[config.mk]
export PLATFORM = sky130hd
export DESIGN_NAME = pc_fetch_stage
export DESIGN_NICKNAME = d
export VERILOG_FILES = /design/src/rtl/pc_fetch_stage.sv
export SDC_FILE = /design/constraint.sdc
export NUM_CORES = 1
export LEC_CHECK = 0
export ABC_AREA = 1
export BUFFER_PORTS_ARGS = -buffer_cell sky130_fd_sc_hd__buf_2
export CORE_UTILIZATION = 53
export DETAILED_ROUTE_END_ITERATION = 8
export PLACE_DENSITY_LB_ADDON = 0.15
export SYNTH_ARGS = -nofsm -noshare
export SYNTH_HDL_FRONTEND = slang
export SYNTH_SLANG_ARGS = --single-unit
[constraint.sdc]
create_clock -name Clk -period 2.4 [get_ports Clk]
set_input_delay 0.48 -clock Clk [delete_from_list [all_inputs] [get_ports Clk]]
set_output_delay 0.48 -clock Clk [all_outputs]
set_load 0.02 [all_outputs]
[src/rtl/pc_fetch_stage.sv]
// Instruction-fetch stage: program counter, req/ack fetch FSM towards instruction memory and IF/ID register.
// Optional feature: define MISALIGN_TRAP_EN to flag redirects to non-word-aligned targets (sticky misalign_err).
module pc_fetch_stage #(
    parameter logic [31:0] RESET_PC = 32'h0000_0000
) (
    input  logic        Clk,
    input  logic        Reset,
    input  logic        npc_sel,
    input  logic [31:0] npc_in,
    input  logic        stall,
    output logic        imem_req,
    output logic [31:0] imem_addr,
    input  logic        imem_ack,
    input  logic [31:0] imem_rdata,
    output logic [31:0] if_instr,
    output logic [31:0] if_pc_plus4,
    output logic        if_valid,
    output logic        misalign_err
);

    typedef enum logic [1:0] {
        ST_FETCH = 2'b00,
        ST_WAIT  = 2'b01,
        ST_HOLD  = 2'b10,
        ST_DRAIN = 2'b11
    } state_t;

    state_t      state_r;
    logic [31:0] pc_r;
    logic [31:0] pending_r;
    logic [31:0] skid_r;
    logic        imem_req_r;
    logic [31:0] if_instr_r;
    logic [31:0] if_pc_plus4_r;
    logic        if_valid_r;

    logic [31:0] npc_aligned_s;
    logic [31:0] pc_plus4_s;
    logic        deliver_s;
    logic [31:0] deliver_data_s;

    // Low target bits are never used for the PC; the fetch address stays word aligned.
    assign npc_aligned_s = {npc_in[31:2], 2'b00};
    assign pc_plus4_s    = pc_r + 32'd4;

    // Decide whether a fresh instruction reaches IF/ID on this edge (memory word or skid word).
    always_comb begin
        deliver_s      = 1'b0;
        deliver_data_s = 32'h0000_0000;
        case (state_r)
            ST_WAIT: begin
                if (imem_ack && !npc_sel && !stall) begin
                    deliver_s      = 1'b1;
                    deliver_data_s = imem_rdata;
                end else begin
                    deliver_s      = 1'b0;
                    deliver_data_s = 32'h0000_0000;
                end
            end
            ST_HOLD: begin
                if (!npc_sel && !stall) begin
                    deliver_s      = 1'b1;
                    deliver_data_s = skid_r;
                end else begin
                    deliver_s      = 1'b0;
                    deliver_data_s = 32'h0000_0000;
                end
            end
            default: begin
                deliver_s      = 1'b0;
                deliver_data_s = 32'h0000_0000;
            end
        endcase
    end

    // Fetch FSM: owns PC, pending redirect target, skid buffer and the registered request.
    always_ff @(posedge Clk or negedge Reset) begin
        if (!Reset) begin
            state_r    <= ST_FETCH;
            pc_r       <= RESET_PC;
            pending_r  <= 32'h0000_0000;
            skid_r     <= 32'h0000_0000;
            imem_req_r <= 1'b0;
        end else begin
            case (state_r)
                ST_FETCH: begin
                    if (npc_sel) begin
                        pc_r <= npc_aligned_s;
                    end
                    state_r    <= ST_WAIT;
                    imem_req_r <= 1'b1;
                end
                ST_WAIT: begin
                    if (imem_ack) begin
                        imem_req_r <= 1'b0;
                        if (npc_sel) begin
                            pc_r    <= npc_aligned_s;
                            state_r <= ST_FETCH;
                        end else if (stall) begin
                            skid_r  <= imem_rdata;
                            state_r <= ST_HOLD;
                        end else begin
                            pc_r    <= pc_plus4_s;
                            state_r <= ST_FETCH;
                        end
                    end else if (npc_sel) begin
                        // The access cannot be cancelled; remember where to go once it retires.
                        pending_r  <= npc_aligned_s;
                        state_r    <= ST_DRAIN;
                        imem_req_r <= 1'b0;
                    end else begin
                        state_r    <= ST_WAIT;
                        imem_req_r <= 1'b1;
                    end
                end
                ST_HOLD: begin
                    imem_req_r <= 1'b0;
                    if (npc_sel) begin
                        pc_r    <= npc_aligned_s;
                        state_r <= ST_FETCH;
                    end else if (!stall) begin
                        pc_r    <= pc_plus4_s;
                        state_r <= ST_FETCH;
                    end else begin
                        state_r <= ST_HOLD;
                    end
                end
                ST_DRAIN: begin
                    imem_req_r <= 1'b0;
                    if (imem_ack) begin
                        pc_r    <= npc_sel ? npc_aligned_s : pending_r;
                        state_r <= ST_FETCH;
                    end else if (npc_sel) begin
                        pending_r <= npc_aligned_s;
                    end else begin
                        state_r <= ST_DRAIN;
                    end
                end
                default: begin
                    state_r    <= ST_FETCH;
                    imem_req_r <= 1'b0;
                end
            endcase
        end
    end

    // IF/ID register: flush beats stall, stall holds, otherwise load or insert a bubble.
    always_ff @(posedge Clk or negedge Reset) begin
        if (!Reset) begin
            if_instr_r    <= 32'h0000_0000;
            if_pc_plus4_r <= 32'h0000_0000;
            if_valid_r    <= 1'b0;
        end else if (npc_sel) begin
            if_valid_r <= 1'b0;
        end else if (deliver_s) begin
            if_instr_r    <= deliver_data_s;
            if_pc_plus4_r <= pc_plus4_s;
            if_valid_r    <= 1'b1;
        end else if (stall) begin
            if_valid_r <= if_valid_r;
        end else begin
            if_valid_r <= 1'b0;
        end
    end

`ifdef MISALIGN_TRAP_EN
    logic misalign_r;

    // Sticky trap flag for any redirect whose target is not word aligned.
    always_ff @(posedge Clk or negedge Reset) begin
        if (!Reset) begin
            misalign_r <= 1'b0;
        end else if (npc_sel && (npc_in[1:0] != 2'b00)) begin
            misalign_r <= 1'b1;
        end else begin
            misalign_r <= misalign_r;
        end
    end

    assign misalign_err = misalign_r;
`else
    logic unused_npc_lsb_s;
    assign unused_npc_lsb_s = ^npc_in[1:0];
    assign misalign_err     = 1'b0;
`endif

    assign imem_req    = imem_req_r;
    assign imem_addr   = pc_r;
    assign if_instr    = if_instr_r;
    assign if_pc_plus4 = if_pc_plus4_r;
    assign if_valid    = if_valid_r;

endmodule

==> metrics.yaml, run 1 <==
finalCritPeriodShare: 0.928
drc: 0
clock_latency_ns: 0.43
drive_gt1_frac: 0.175
fin_nets: 1426
gp_congestion: 0.939
grt_overflow: 0
cp_max_fo: 11
cp.required_ns: 2.72
synth_seq_cells: 164
drt_pass1_iterations: 5
critPathLaunchType: "flop"
wl_per_cell_um: 14.9
arrival_ns: 2.55
crit_slowest_cell: "ha_1"
wl_met1_um: 11200
place_area_mm2: 0.00976
critPathCaptureType: "flop"
rows: 46
die_w_um: 130
top_layer: "met4"
power_leakage_nw: 5.49
cts_max_level: 4
timing.hold.ws_ns: 0.318
synth_area_per_cell_um2: 7.24
initial_core_util: 0.545
worst_slew_pin_slew_ns: 1.07
viasPerCell: 5.23
worstSetupPathDepth: 9
hold_violations: 0
antenna_found_initial: 0
critPathKind: "flop to flop"
first_iter_violations: 884
ys_types: 36
syn-num-nets: 1275
syn_inst: 1200
status: "completed"
drv_slew: 0
path_buf_inv: 3
synthFlopType: "dfrtp_1"
hold_path.class: "primary input to flop"
ys_seq_area_frac: 0.472
synthArstFlopShare: 1.00
ff_latch_area_mm2: 0.00410
grt_pass1_vias: 7288
r2r_cells: 9
cts_max_path_buffers: 2
final_util: 0.651
core_area_mm2: 0.0159
n_fill_cell: 1469
tns_ns: 0
drtAntennaViolNets: 0
powerDensity_mw_per_mm2: 1380
worst-r2r-setup-slack_ns: 0.17
route.met2.wl_um: 10100
cp_cell_sequence: "inv_1, ha_1, nand2_1, clkinv_1, buf_4, nand3_1, nand2_1, nand2_1, nand2_1"
rsz0062_at_grt: "no"
grt_pass1_wl_um: 37400
whs_path_depth: 3
slew_headroom: 0.288
track_usage: 0.288
syn2layout_area_growth_pct: 19.4
hpwl_um: 16300
io_buffers: 164
crit_family: "buffers and inverters"
cts_num_sinks: 164
wl_um: 23500
ir_worst_vdd_uv: 610
cts_buffers: 17
syn_area_mm2: 0.00869
ys_warn_count: 0
grt_max_degree: 65
pre_cts_slack_ns: 0.205
cts_tree: "yes"
worst_slack_ns: 0.174
antenna_cells: 0
die_h_um: 130
multi_input_area_mm2: 0.00386
drv_cap: 0
setup_viol: 0
fmax_mhz: 449
cp_common_cell: "nand2_1"
synth_edf_count: 0
routed-via-count: 8254
met3_length_um: 1890
ios: 168
cts_root_buf: "clkbuf_16"
fin_skew_ns: 0.00665
dieArea_mm2: 0.0169
slowest_delay_ns: 0.40
clk_pin_slew_ns: 0.07
final_cell_area_mm2: 0.0104
period_needed_ns: 2.23
-- metal layers --
layer | vias up | track usage
met5 | - | 0
met4 | 0 | 0.0698
met3 | 36 | 0.0586
met2 | 329 | 0.412
met1 | 3804 | 0.444
li1 | 4085 | -
-- synth_stat cells, types with 3 or more instances --
cell type,n,area share
nor3_1,24,0.014
o21ai_1,8,0.0046
xor2_1,10,0.010
xnor2_1,3,0.0030
nor2_1,147,0.063
nand4_1,3,0.0022
o22ai_1,34,0.024
clkbuf_1,25,0.011
nand2_1,441,0.19
nand3_1,28,0.016
buf_2,24,0.014
ha_1,6,0.0086
a31oi_1,10,0.0072
a21oi_1,9,0.0052
dfrtp_1,164,0.47
o21ai_0,90,0.052
a21boi_0,18,0.016
buf_4,7,0.0060
o21a_1,7,0.0060
buf_1,4,0.0017
inv_1,111,0.048
inv_2,6,0.0026
nand3b_1,4,0.0035
-- kinds of logic after synthesis --
| family | count (synthesis) | share of synthesized area |
|---|---|---|
| AOI/OAI and AO/OA | 181 | 0.122 |
| xor gates and xnor gates | 13 | 0.0131 |
| adders and majority gates | 6 | 0.00864 |
| buffers and inverters | 179 | 0.0846 |
| DFF | 164 | 0.472 |
| other | 1 | 0.000431 |
| and+or+nand+nor | 656 | 0.299 |
-- layout by cell type, fill, tap and decap left out, types with 2 or more instances in the layout --
cell / count
nor3_1: 24
nor2_1: 147
a22oi_1: 2
nand2_1: 441
o22ai_1: 34
buf_12: 7
nand2_2: 2
dfrtp_1: 164
nand4_1: 3
nand3b_1: 4
a21oi_1: 9
clkinv_2: 2
ha_1: 6
inv_6: 4
a31oi_1: 10
xnor2_1: 3
o21a_1: 7
o21ai_1: 8
buf_4: 21
xor2_1: 10
clkbuf_16: 17
nand3_1: 27
o21ai_0: 90
nor2_2: 2
a21boi_0: 18
inv_1: 111
and2_1: 2
buf_2: 163
inv_2: 6
clkinv_4: 2
clkinvlp_4: 3
-- worst min-delay path: cells and delay by family --
family | cells | cell delay (ns)
buffers and inverters | 2 | 0.14
AOI/OAI and AO/OA | 1 | 0.08
-- timing repair --
item | in CTS | in global routing
setup buffers | 0 | 4
hold buffers | 1 | 0
endpoints found under the hold margin | 27 | 0
gates resized for setup | 0 | 0
setup endpoints to repair | 0 | 3
-- stage by stage --
step	cells	power, mW
global route	1579	15.4
floorplan	1200	9.22
CTS	1575	14.2
global placement	1543	11.4
finish	1579	14.4
detailed placement	1543	11.5
-- sequential cells by signal (all words and copies together) (netlist names) --
name / count
if_pc_plus4: 32
state_r: 2
if_instr: 32
pending_r: 32
imem_addr: 32
skid_r: 32
if_valid: 1
imem_req: 1
-- layout make-up --
class,instances,share of cell area
Inverter,118,0.0427
Clock buffer,18,0.0423
Tap cell,216,0.0260
Timing Repair Buffer,193,0.109
Multi-Input combinational cell,857,0.372
Clock inverter,13,0.0122
Sequential cell,164,0.396
-- report_power, final --
group | switching (mW) | internal [mW] | total, mW | leakage [nW]
logic | 4.51 | 2.29 | 6.80 | 3.15
registers | 0.902 | 4.00 | 4.90 | 2.06
clock network | 1.18 | 1.47 | 2.65 | 0.271
-- worst paths after layout --
kind / from / to
worst max register to register: state_r[0]$_DFFE_PN0P_ / imem_addr[23]$_DFFE_PN0P_
worst min register to register: if_instr[11]$_DFFE_PN0P_ / if_instr[11]$_DFFE_PN0P_
max in group asynchronous: Reset / if_pc_plus4[14]$_DFFE_PN0P_
worst min-delay path: imem_rdata[0] / skid_r[0]$_DFFE_PN0P_
min in group asynchronous: Reset / if_instr[5]$_DFFE_PN0P_
worst max-delay path: state_r[0]$_DFFE_PN0P_ / imem_addr[23]$_DFFE_PN0P_
Note: power is estimated with default switching activity, not from simulation.
==> run 2, diff against run 1 <==
- ABC_AREA: 1 -> default
==> run 2 against run 1 <==
First-iteration DRC count shrank 50%. Die area down 8.4%. Global-route usage decreased by 0.94 points. Critical endpoint is now imem_addr[21]$_DFFE_PN0P_. Register-to-register slack worse by 0.06 ns. Hold slack lost 0.29 ns. Critical path depth shrank 1. Largest power group unchanged.
==> metrics.yaml, run 2 <==
critPathLaunchType: "flop"
viasPerCell: 6.06
io_buffers: 164
power.internal_mw: 7.97
route.met2.wl_um: 10200
hpwl_um: 14700
die_w_um: 124
routed-via-count: 6795
cts_root_buf: "clkbuf_16"
wl_per_cell_um: 18.8
crit_slowest_cell: "dfrtp_1"
yosysMostFrequentCell: "dfrtp_1"
grt_pass1_vias: 7005
syn_area_mm2: 0.00795
core_area_mm2: 0.0146
ys_types: 62
clock_latency_ns: 0.43
powerDensity_mw_per_mm2: 1400
track_usage: 0.279
wl_met1_um: 8700
met3_length_um: 1570
synth_area_per_cell_um2: 10.4
tns_ns: 0
critPathKind: "flop to flop"
drive_gt1_frac: 0.333
path_buf_inv: 2
finalCritPeriodShare: 0.955
hold_violations: 0
place_area_mm2: 0.00909
ir_worst_vdd_uv: 678
ys_seq_area_frac: 0.516
drv_cap: 0
first_iter_violations: 442
die_h_um: 124
crit_family: "compound AO/OA/AOI/OAI gates"
syn2layout_area_growth_pct: 22.3
drv_slew: 0
pwr-share-comb: 0.416
synth_top_area_cell: "dfrtp_1"
cp-startpoint: "state_r[0]$_DFFE_PN0P_"
grt_pass1_wl_um: 34500
drt_pass1_iterations: 5
synth.area.top_cells: "dfrtp_1, mux2_2, o21ai_0, nand2_1, a22oi_1"
critPathCaptureType: "flop"
initial_core_util: 0.545
fin_skew_ns: 0.00953
fmax_mhz: 437
synth_seq_cells: 164
ys_top_cells_by_count: "dfrtp_1, o21ai_0, nand2_1, mux2_2, nor2_1"
synthFlopType: "dfrtp_1"
cts_buffers: 17
layout_commonest_cell: "dfrtp_1"
top_layer: "met4"
hold_path.class: "primary input to asynchronous set/reset pin"
layout_common_cells: "dfrtp_1, buf_2, o21ai_0, nand2_1, mux2_2"
switching_share: 0.413
seq_power_share: 0.375
dieArea_mm2: 0.0155
fin_nets: 998
ys_warn_count: 0
wl_um: 21000
rows: 44
slew_headroom: 0.579
cp_cell_sequence: "inv_1, ha_1, or2_1, a21o_2, buf_4, a22oi_1, o21ai_0, o2bb2ai_1"
clk_pin_slew_ns: 0.06
arrival_ns: 2.59
synth_edf_count: 0
syn-num-nets: 838
cts_max_level: 4
timing.hold.ws_ns: 0.0326
grt_max_degree: 58
worst_slew_pin_slew_ns: 0.626
cts_num_sinks: 164
cts_max_path_buffers: 2
p_sw_mw: 5.62
synth_top_area_frac: 0.516
drc: 0
grt_overflow: 0
cp_max_fo: 12
slowest_delay_ns: 0.41
gp_congestion: 0.861
syn_inst: 763
rsz0062_at_grt: "no"
ctsHoldBuffers: 0
setup_viol: 0
r2r_start: "state_r[0]$_DFFE_PN0P_"
status: "completed"
ios: 168
cp.required_ns: 2.70
drtAntennaViolNets: 0
final_cell_area_mm2: 0.00972
cts_tree: "yes"
pwr-share-clk: 0.209
period_needed_ns: 2.29
synthArstFlopShare: 1.00
antenna_found_initial: 1
power_leakage_nw: 4.48
==> run 2: cell count changes after synthesis, sizes merged, moves of 11 or more <==
cell / previous run / this run
buf: 36 / 21
xnor2: 3 / 18
mux2: 0 / 65
inv: 117 / 9
o22ai: 34 / 2
nand3: 29 / 18
and3: 0 / 13
nor2: 150 / 40
nor3: 24 / 12
a22oi: 2 / 38
nand2: 443 / 87
a21boi: 18 / 0
==> run 2: power by group through the flow <==
stage / combinational [mW] / clock (mW) / sequential [mW]
global placement: 5.42 / 0 / 5.00
floorplan: 2.89 / 0 / 5.75
detailed placement: 5.62 / 0 / 5.10
global route: 6.16 / 2.99 / 5.25
finish: 5.65 / 2.84 / 5.09
CTS: 5.65 / 2.88 / 5.07
==> run 2: cells by family after synthesis <==
kind of cell    synth area share
compound gates             0.174
xor+xnor                  0.0309
fa+ha+maj                0.00945
buf+inv                   0.0346
flops                      0.516
mux                       0.0971
other cells             0.000472
simple gates               0.137
==> run 2: final timing paths <==
path / to / depth (start not counted) / slack [ns]
max in group asynchronous: imem_addr[19]$_DFFE_PN0P_ / 2 / 1.73
min in group Clk: skid_r[27]$_DFFE_PN0P_ / 2 / 0.30
worst min register to register: if_pc_plus4[9]$_DFFE_PN0P_ / 2 / 0.47
worst min-delay path: imem_addr[2]$_DFFE_PN0P_ / 1 / 0.03
worst max register to register: imem_addr[21]$_DFFE_PN0P_ / 8 / 0.11
worst max-delay path: imem_addr[21]$_DFFE_PN0P_ / 8 / 0.11
==> run 2: routing by layer <==
metal  up-vias  track usage
li1       3100            -
met1      3370        0.348
met2       280        0.454
met3        45       0.0696
met4         0        0.131
met5         -            0
==> run 2: layout make-up <==
class,instances,area (um^2)
Inverter,9,33.8
Clock buffer,17,425
Tap cell,184,230
Multi-Input combinational cell,534,3610
Antenna cell,1,2.50
Clock inverter,15,190
Sequential cell,164,4100
Timing Repair Buffer,197,1120
Fill cell,1150,4870
==> run 2: stage by stage <==
stage / setup WS (ns) / utilization / instances / total power, mW
detailed placement: 0.0664 / 0.623 / 1088 / 10.7
global route: 0.000203 / 0.666 / 1121 / 14.4
floorplan: 0.299 / - / 763 / 8.64
global placement: 0.159 / 0.623 / 1088 / 10.4
finish: 0.109 / 0.666 / 1121 / 13.6
CTS: 0.0480 / 0.665 / 1120 / 13.6
==> run 2: timing repair <==
action | in CTS | in global routing
setup endpoints to repair | 0 | 19
hold endpoints to repair | 0 | 0
resized for setup | 0 | 3
buffers inserted | 0 | 0
==> run 3, diff against run 2 <==
- MAX_ROUTING_LAYER: default -> met4
==> run 3 against run 2 <==
Final area is the same. Power is 0.10% higher. Clock skew rose by 0.0020 ns. Hold slack worse by 0.0050 ns. Critical path depth down 1. Utilization unchanged. Critical endpoint is now imem_addr[15]$_DFFE_PN0P_. Largest cell class unchanged. Largest power group unchanged.
==> metrics.yaml, run 3 (synthesis results as in run 2) <==
status: "completed"
cts_num_sinks: 164
drv_cap: 0
initial_core_util: 0.545
ios: 168
hpwl_um: 14700
crit_slowest_cell: "dfrtp_1"
grt_pass1_wl_um: 34500
antenna_found_initial: 1
drv_slew: 0
rsz0062_at_grt: "no"
drive_gt1_frac: 0.333
critPathKind: "flop to flop"
ctsHoldBuffers: 0
core_area_mm2: 0.0146
finalCritPeriodShare: 0.960
gp_congestion: 0.875
hold_violations: 0
cts_max_level: 4
fmax_mhz: 434
rows: 44
power_leakage_nw: 4.48
die_h_um: 124
setup_viol: 0
crit_family: "compound AO/OA/AOI/OAI gates"
path_buf_inv: 2
critPathCaptureType: "flop"
slowest_delay_ns: 0.41
cts_buffers: 17
ff_latch_area_mm2: 0.00410
clk_pin_slew_ns: 0.06
wl_per_cell_um: 18.9
n_fill_cell: 1150
cts_tree: "yes"
drc: 0
track_usage: 0.288
cp.required_ns: 2.70
drtAntennaViolNets: 0
ir_worst_vdd_uv: 679
tns_ns: 0
grt_pass1_vias: 6977
slew_headroom: 0.577
die_w_um: 124
grt_overflow: 0
grt_max_degree: 58
routed-via-count: 6724
worst_slew_pin_slew_ns: 0.628
powerDensity_mw_per_mm2: 1400
fin_skew_ns: 0.0116
clock_latency_ns: 0.43
cp_cell_sequence: "inv_1, ha_1, or2_1, a21o_2, buf_4, a222oi_1, o2bb2ai_1"
hold_path.class: "primary input to asynchronous set/reset pin"
first_iter_violations: 458
cp_max_fo: 12
layout_common_cells: "dfrtp_1, buf_2, o21ai_0, nand2_1, mux2_2"
wl_um: 21200
arrival_ns: 2.61
cts_root_buf: "clkbuf_16"
viasPerCell: 6.00
critPathLaunchType: "flop"
cts_max_path_buffers: 2
drt_pass1_iterations: 7
period_needed_ns: 2.30
syn2layout_area_growth_pct: 22.3
layout_commonest_cell: "dfrtp_1"
p_total_mw: 13.6
io_buffers: 164
fin_nets: 998
dieArea_mm2: 0.0155
worst-r2r-setup-slack_ns: 0.1
multi_input_area_mm2: 0.00361
-- run 3: area by class of cell --
cell class                 instances  share of cell area
timing repair buffer             197               0.116
clock inverter                    15              0.0196
clock buffer                      17              0.0438
antenna                            1            0.000257
sequential                       164               0.422
inverter                           9             0.00348
tap                              184              0.0237
multi-input combinational        534               0.371
-- run 3: where the power goes --
group | internal (mW) | total [mW] | switching (mW)
logic | 2.26 | 5.66 | 3.40
registers | 4.05 | 5.10 | 1.05
clock network | 1.66 | 2.85 | 1.18
-- run 3: metal layers --
metal | vias up | part of all wire | track usage
met3 | 42 | 0.072 | 0.0649
li1 | 3099 | - | -
met1 | 3288 | 0.42 | 0.355
met5 | - | 0 | -
met4 | 0 | 0.025 | 0.131
met2 | 295 | 0.48 | 0.453
-- run 3: stage by stage --
step                      std cells  utilization  area [um^2]  hold slack [ns]  worst slack (ns)
after floorplan                 763            -         7950            0.184             0.299
after global placement         1088        0.623         9090            0.457             0.159
after detailed placement       1088        0.623         9090            0.465            0.0664
after CTS                      1120        0.665         9710           0.0402            0.0480
after global routing           1121        0.666         9720           0.0700           0.00606
final                          1121        0.666         9720           0.0275            0.0972
-- run 3: worst paths after layout --
kind,cells past startpoint,from,to
min in group Clk,2,imem_rdata[23],skid_r[23]$_DFFE_PN0P_
max in group asynchronous,2,Reset,imem_addr[19]$_DFFE_PN0P_
hold reg to reg,2,if_pc_plus4[9]$_DFFE_PN0P_,if_pc_plus4[9]$_DFFE_PN0P_
hold / removal,1,Reset,imem_addr[2]$_DFFE_PN0P_
setup reg to reg,7,state_r[0]$_DFFE_PN0P_,imem_addr[15]$_DFFE_PN0P_
setup / recovery,7,state_r[0]$_DFFE_PN0P_,imem_addr[15]$_DFFE_PN0P_
-- run 3: timing repair --
item	CTS	global route
resized for setup	0	3
setup endpoints to repair	0	19
setup buffers	0	0
